`config.mk`:
```
export PLATFORM = sky130hd
export DESIGN_NAME = registered_scan_mux_flat
export DESIGN_NICKNAME = d
export VERILOG_FILES = /design/src/rtl/registered_scan_mux_if.sv /design/src/rtl/registered_scan_mux.sv /design/src/flat_wrapper.sv
export SDC_FILE = /design/constraint.sdc
export NUM_CORES = 1
export LEC_CHECK = 0
export ABC_AREA = 1
export BUFFER_PORTS_ARGS = -buffer_cell sky130_fd_sc_hd__buf_2
export CELL_PAD_IN_SITES_DETAIL_PLACEMENT = 0
export CELL_PAD_IN_SITES_GLOBAL_PLACEMENT = 1
export CORE_MARGIN = 10
export CORE_UTILIZATION = 32
export CTS_BUF_LIST = sky130_fd_sc_hd__clkbuf_8 sky130_fd_sc_hd__clkbuf_16
export CTS_CLUSTER_SIZE = 8
export DETAILED_ROUTE_END_ITERATION = 6
export PLACE_DENSITY = 0.95
export SYNTH_ARGS = -nofsm -noshare
export SYNTH_HDL_FRONTEND = slang
export SYNTH_SLANG_ARGS = --single-unit
```
`constraint.sdc`:
```
create_clock -name clk -period 3.6 [get_ports clk]
set_input_delay 0.54 -clock clk [delete_from_list [all_inputs] [get_ports clk]]
set_output_delay 0.54 -clock clk [all_outputs]
set_load 0.05 [all_outputs]
```
`src/rtl/registered_scan_mux_if.sv`:
```
// Bus bundle for registered_scan_mux: the request/select side and the
// registered output side. clk and rst_n stay plain module ports.
interface registered_scan_mux_if #(
    parameter int WIDTH    = 4,
    parameter int CHANNELS = 8,
    parameter int SEL_W    = 3
);
    logic [WIDTH*CHANNELS-1:0] in_data;
    logic [SEL_W-1:0]          sel;
    logic                      mode;
    logic                      req;
    logic                      out_ready;
    logic [WIDTH-1:0]          out_data;
    logic [SEL_W-1:0]          out_ch;
    logic                      out_valid;
    logic [7:0]                drop_cnt;

    // Producer/consumer side: drives requests, observes the held sample.
    modport master (
        output in_data, sel, mode, req, out_ready,
        input  out_data, out_ch, out_valid, drop_cnt
    );

    // Mux side.
    modport slave (
        input  in_data, sel, mode, req, out_ready,
        output out_data, out_ch, out_valid, drop_cnt
    );
endinterface

```
`src/rtl/registered_scan_mux.sv`:
```
// registered_scan_mux: picks one of CHANNELS input channels on request and
// holds it in a one-deep output register with a valid/ready handshake.
// Requests arriving while the held sample is stalled are dropped and counted
// in a saturating 8-bit counter.
// Optional feature macro: REGISTERED_SCAN_MUX_SCAN_EN enables scan mode
// (mode=1 walks a round-robin channel pointer). Without it the mode input is
// ignored and every capture uses sel.
module registered_scan_mux #(
    parameter int WIDTH    = 4,
    parameter int CHANNELS = 8,
    parameter int SEL_W    = 3
) (
    input  logic                 clk,
    input  logic                 rst_n,
    registered_scan_mux_if.slave bus
);

    // Output holding register and drop counter.
    logic [WIDTH-1:0] out_data_q, out_data_d;
    logic [SEL_W-1:0] out_ch_q,   out_ch_d;
    logic             out_valid_q, out_valid_d;
    logic [7:0]       drop_cnt_q, drop_cnt_d;

    // Unpacked view of the flat channel bus.
    logic [WIDTH-1:0] chan [CHANNELS];

    genvar gi;
    for (gi = 0; gi < CHANNELS; gi++) begin : g_chan
        assign chan[gi] = bus.in_data[gi*WIDTH +: WIDTH];
    end

    // A request is taken when the holding register is empty or being
    // emptied this same cycle; otherwise it is dropped.
    logic capture;
    logic drop;
    assign capture = bus.req && (!out_valid_q || bus.out_ready);
    assign drop    = bus.req &&  out_valid_q && !bus.out_ready;

    // Channel chosen for this cycle's capture.
    logic [SEL_W-1:0] pick;

`ifdef REGISTERED_SCAN_MUX_SCAN_EN
    logic [SEL_W-1:0] ptr_q, ptr_d;

    assign pick = bus.mode ? ptr_q : bus.sel;

    // Advance the scan pointer only on a scan-mode capture; CHANNELS is a
    // power of two so the SEL_W-bit increment wraps CHANNELS-1 to 0.
    always_comb begin
        ptr_d = ptr_q;
        if (capture && bus.mode) begin
            ptr_d = ptr_q + SEL_W'(1);
        end
    end

    // Scan pointer register.
    always_ff @(posedge clk) begin
        if (!rst_n) begin
            ptr_q <= '0;
        end else begin
            ptr_q <= ptr_d;
        end
    end
`else
    // Mode is kept on the bus for pin compatibility but has no function.
    logic mode_unused;
    assign mode_unused = bus.mode;
    assign pick        = bus.sel;
`endif

    // Next state of the holding register: load on capture, else a pop clears
    // valid while data/channel hold their last values.
    always_comb begin
        out_data_d  = out_data_q;
        out_ch_d    = out_ch_q;
        out_valid_d = out_valid_q;
        if (capture) begin
            out_data_d  = chan[pick];
            out_ch_d    = pick;
            out_valid_d = 1'b1;
        end else if (bus.out_ready) begin
            out_valid_d = 1'b0;
        end
    end

    // Saturating count of dropped requests.
    always_comb begin
        drop_cnt_d = drop_cnt_q;
        if (drop && (drop_cnt_q != 8'hFF)) begin
            drop_cnt_d = drop_cnt_q + 8'd1;
        end
    end

    // Output and counter registers; reset wins over capture and pop.
    always_ff @(posedge clk) begin
        if (!rst_n) begin
            out_data_q  <= '0;
            out_ch_q    <= '0;
            out_valid_q <= 1'b0;
            drop_cnt_q  <= 8'd0;
        end else begin
            out_data_q  <= out_data_d;
            out_ch_q    <= out_ch_d;
            out_valid_q <= out_valid_d;
            drop_cnt_q  <= drop_cnt_d;
        end
    end

    assign bus.out_data  = out_data_q;
    assign bus.out_ch    = out_ch_q;
    assign bus.out_valid = out_valid_q;
    assign bus.drop_cnt  = drop_cnt_q;

endmodule

```
`src/flat_wrapper.sv`:
```
// flat-port wrapper written by rule: the top's interface ports become plain ports
module registered_scan_mux_flat 
#(
    parameter int WIDTH    = 4,
    parameter int CHANNELS = 8,
    parameter int SEL_W    = 3
)
  (clk, rst_n, bus_in_data, bus_sel, bus_mode, bus_req, bus_out_ready, bus_out_data, bus_out_ch, bus_out_valid, bus_drop_cnt);
  registered_scan_mux_if #(.WIDTH(WIDTH), .CHANNELS(CHANNELS), .SEL_W(SEL_W)) bus_i ();
  input  logic clk;
  input  logic rst_n;
  input wire logic [$bits(bus_i.in_data)-1:0] bus_in_data;
  input wire logic [$bits(bus_i.sel)-1:0] bus_sel;
  input wire logic [$bits(bus_i.mode)-1:0] bus_mode;
  input wire logic [$bits(bus_i.req)-1:0] bus_req;
  input wire logic [$bits(bus_i.out_ready)-1:0] bus_out_ready;
  output wire logic [$bits(bus_i.out_data)-1:0] bus_out_data;
  output wire logic [$bits(bus_i.out_ch)-1:0] bus_out_ch;
  output wire logic [$bits(bus_i.out_valid)-1:0] bus_out_valid;
  output wire logic [$bits(bus_i.drop_cnt)-1:0] bus_drop_cnt;
  assign bus_i.in_data = bus_in_data;
  assign bus_i.sel = bus_sel;
  assign bus_i.mode = bus_mode;
  assign bus_i.req = bus_req;
  assign bus_i.out_ready = bus_out_ready;
  assign bus_out_data = bus_i.out_data;
  assign bus_out_ch = bus_i.out_ch;
  assign bus_out_valid = bus_i.out_valid;
  assign bus_drop_cnt = bus_i.drop_cnt;
  registered_scan_mux #(.WIDTH(WIDTH), .CHANNELS(CHANNELS), .SEL_W(SEL_W)) u_core (.clk(clk), .rst_n(rst_n), .bus(bus_i));
endmodule
```
---- Yosys cells after proc, flatten, opt, wreduce, memory -nomap -nowiden ----
Index checks and enable logic that the tools add are counted.
word-level totals
  latch bits .............................. 0
  memories kept ........................... 0
  bits in writable memories ............... 0
  ROM bits ................................ 0
  output and inout port bits .............. 16
  word-level logic and storage cells ...... 21
  input port bits ......................... 40
  bits in registers ....................... 16
cells by class
  eq/ne operators ......................... 1
  $add $sub $neg .......................... 1
  multiplexer cells ....................... 5
  $lt $le $gt $ge ......................... 1
  div/mod/pow operators ................... 0
  shifts and indexed selects .............. 0
  multiply operators ...................... 0
  reduce and logical (&&, ||, !) cells .... 8
  bitwise gates (word level) .............. 1
operator list
  cell                                                            number
  4-bit binary-select mux with 3-bit select                       1
  8-bit by 1-bit adder with 8-bit output (second input constant)  1
  4-bit two-way mux                                               2
  8-bit inequality test (second input constant)                   1
  4-bit greater-or-equal comparator (second input constant)       1
  1-bit logical AND                                               4
  3-bit inverter with 4-bit output                                1
  1-bit logical NOT                                               2
  1-bit two-way mux                                               2
  2-bit nonzero test                                              1
  1-bit logical OR                                                1

---- Logic depth before layout (Yosys ltp) ----
  depth in word-level cells ............... 4
  depth in mapped cells ................... 10
  mapped depth without buffers ............ 8

---- Worst setup path after synthesis ----
OpenSTA, ideal clock, no wires.
  path kind ............................... flip-flop to flip-flop
  start point ............................. register u_core.drop_cnt_q[1] (netlist: u_core.bus.drop_cnt[1])
  end point ............................... register u_core.drop_cnt_q[7] (netlist: u_core.bus.drop_cnt[7])
  path buffers ............................ 0
  slack ................................... 1.996 ns
  data required time ...................... 3.486 ns
  data arrival time ....................... 1.489 ns
  clock period less this slack ............ 1.604 ns
  library setup time ...................... 0.114 ns
  stages on the path, launching flop included .. 9
  cells stage by stage .................... dfxtp_1 ha_1 nand2_2 nor2_4 nand2_4 nand2_4 nor2_1 nor2_1 nor2_1
between the ends
  word-level cells in the longest chain between the ends .. 2
  elaborated cells between the ends (all ways) .. 3
  those cells by class .................... add/sub: 1; eq/ne: 1; reduce/logical: 1
ends and longest elaborated chain
  item                                                                                            RTL line                    RTL
  start: declaration                                                                              registered_scan_mux.sv:22   logic [7:0] drop_cnt_q, drop_cnt_d;
  start signal: assignment                                                                        registered_scan_mux.sv:105  drop_cnt_q <= drop_cnt_d;
  parallel branches: the longest is 2 deep, another holds 8-bit by 1-bit adder with 8-bit output  --
Several ways; the timed one is not identified.
A chain may end at the register's enable or synchronous reset.

---- Final worst setup path ----
  start point ............................. register u_core.drop_cnt_q[2] (netlist: u_core.bus.drop_cnt[2])
  end point ............................... output bus_drop_cnt[2]
RTL lines
  item              RTL line            RTL
  end: declaration  flat_wrapper.sv:20  output wire logic [$bits(bus_i.drop_cnt)-1:0] bus_drop_cnt;
No word-level cell between the ends.

==> flow_summary.ini <==
[sta]
drv_slew = 0
rsz0062_at_grt = no
tightest_slew_ps = 341
period_minus_slack_ps = 1510
fmax_ghz = 0.664
setup_viol = 0
maxSlewHeadroom_pct = 77.3
period_share_pct = 41.8
timing.hold.ws_ps = 496
final.setup_skew_ps = 2.62
setup_tns_ps = 0
finalHoldViolations = 0

[route]
wl_um = 3170
dr.pass1.iters = 4
drcViolationCount = 0
avgViaCountPerCell = 4.39
drt_iter0_drc = 91
ant_nets = 0
num_vias = 1270
wl_per_cell_um = 11.0

[critical_path]
cp_top_family = flip-flops
start_kind = flop
crit_buf_inv = 1
worstPathRequired_ps = 3060
crit_arrival_ps = 970
criticalPathCategory = flop to output port
critPathMaxStageDelay_ps = 420
path_max_fanout = 5
crit_chain = buf_2
slowest_stage = dfxtp_1
reg2reg_slack_ps = 2320
end_kind = output port

[floorplanning]
die_h_um = 79.9
core_area_um2 = 3390
ios = 56
dieWidth_um = 79.9
die-area_um2 = 6390
rows = 21
start_util_pct = 33.9

[power]
ir_drop_mv = 0.101
p_leak_nw = 0.853
p_per_area_nw_per_um2 = 309
total_power_mw = 0.457

[logic_synthesis]
synthCells = 190
synthDominantCellAreaShare_pct = 27.9
netlist_top_cells_area = dfxtp_1 28%, nand2_1 21%, nand3_1 13%, inv_1 11%, buf_6 3.9%
synth_area_um2 = 1150
synth_nets = 231
synth_area_per_cell_um2 = 6.05
synth_top_area_cell = dfxtp_1
synth-seq-area-share_pct = 27.9
yosys_warnings = 0
synth_seq_cells = 16
synth.distinct_cells = 22

[status]
outcome = completed

[global_routing]
grt_overflow_total = 0
grtUsageTotal_pct = 9.79
grt_pass1_vias = 1196
grt_max_degree = 18
antenna_found_initial = 0
grt_pass1_wl_um = 5270

[clock_network]
cts_buffer_depth = 2
cts_resized = 0
cts_sinks = 16
clockRootBuffer = clkbuf_8
h-tree-depth = 1
holdBufCountCts = 0
clkTransAtPathRegs_ps = 70
post-cts-setup-buffers = 0
cts_buffers = 3
cts_tree = done
clock_latency_ps = 250

[worst_hold_path]
hp-class = flop to flop

[placement]
dp_hpwl_um = 2630
port_buffers = 54
gp_congestion = 0.764
dpl_cell_area_um2 = 1420

[layout]
synthToLayoutAreaGrowth_pct = 28.8
drive_above_1_share_pct = 29.2
finalInstanceArea_um2 = 1480
layout.nets = 285
diodes = 0

[run]
cap_violations = 0
[worst paths after layout]
kind	start	to	cells after the start
setup / recovery	u_core.bus.drop_cnt[2]	bus_drop_cnt[2]	1
hold / removal	u_core.bus.drop_cnt[1]	u_core.bus.drop_cnt[1]	2
setup reg to reg	u_core.bus.drop_cnt[0]	u_core.bus.drop_cnt[7]	8
hold reg to reg	u_core.bus.drop_cnt[1]	u_core.bus.drop_cnt[1]	2
[synthesized netlist by cell type (all sizes together)]
cell type,number
o21ai,5
buf,5
inv,36
nand3,30
xor2,2
clkinv,1
a21oi,7
nor2,16
ha,1
nand4,2
nand2,68
nor3,1
dfxtp,16
[per-layer routing]
metal | track usage [%] | vias up | part of all wire, %
met1 | 11.1 | 555 | 43
met3 | 1.80 | 2 | 5.3
met5 | 0 | - | 0
met4 | 4.23 | 0 | 0.98
li1 | - | 686 | -
met2 | 17.3 | 27 | 50
[sequential cells by signal, indices dropped and copies added, names as in the netlist]
| signal | count |
|---|---|
| u_core.bus.out_valid | 1 |
| u_core.bus.out_data | 4 |
| u_core.bus.out_ch | 3 |
| u_core.bus.drop_cnt | 8 |
[cell type report]
type | count | area (um2)
fillers | 378 | 1910
multi-input cells | 132 | 632
flip-flops and latches | 16 | 320
repair buffers | 54 | 270
inverters | 37 | 144
well taps | 46 | 57.6
clock buffers | 4 | 55.1
[where the power goes]
| group | switching [mW] | internal (mW) | total, mW | leakage (nW) |
|---|---|---|---|---|
| Sequential | 0.00399 | 0.184 | 0.188 | 0.131 |
| Combinational | 0.0712 | 0.0378 | 0.109 | 0.694 |
| Clock | 0.0628 | 0.0970 | 0.160 | 0.0288 |
[metrics by stage]
stage	setup WS (ps)	utilization (%)	std cells
3_5_place_dp	2040	42.0	285
5_1_grt	2050	43.6	289
4_1_cts	2080	43.6	289
6_report	2090	43.6	289
3_3_place_gp	2050	42.0	285
2_1_floorplan	2000	-	190
[layout by cell type (no fill, tap or decap)]
cell type,synthesis,final
nand2_1,63,63
buf_2,0,54
inv_1,34,34
nand3_1,30,30
dfxtp_1,16,16
nor2_1,11,11
a21oi_1,6,6
nor2_4,4,4
clkbuf_8,0,4
nand2_2,3,3
o21ai_0,3,3
nand2_4,2,2
nand4_1,2,2
o21ai_1,2,2
xor2_1,2,2
inv_6,1,1
clkinv_1,1,1
nor2_2,1,1
inv_2,1,1
nor3_1,1,1
a21oi_2,1,1
ha_1,1,1
[cell families (layout without fill, tap and decap cells)]
kind of cell | count (synthesis) | count (layout) | synth area share (%)
simple gates | 117 | 117 | 46.8
buf+inv | 42 | 95 | 17.1
flops | 16 | 16 | 27.9
compound gates | 12 | 12 | 5.56
xor+xnor | 2 | 2 | 1.53
fa+ha+maj | 1 | 1 | 1.09
(Power assumes the default switching activity.)
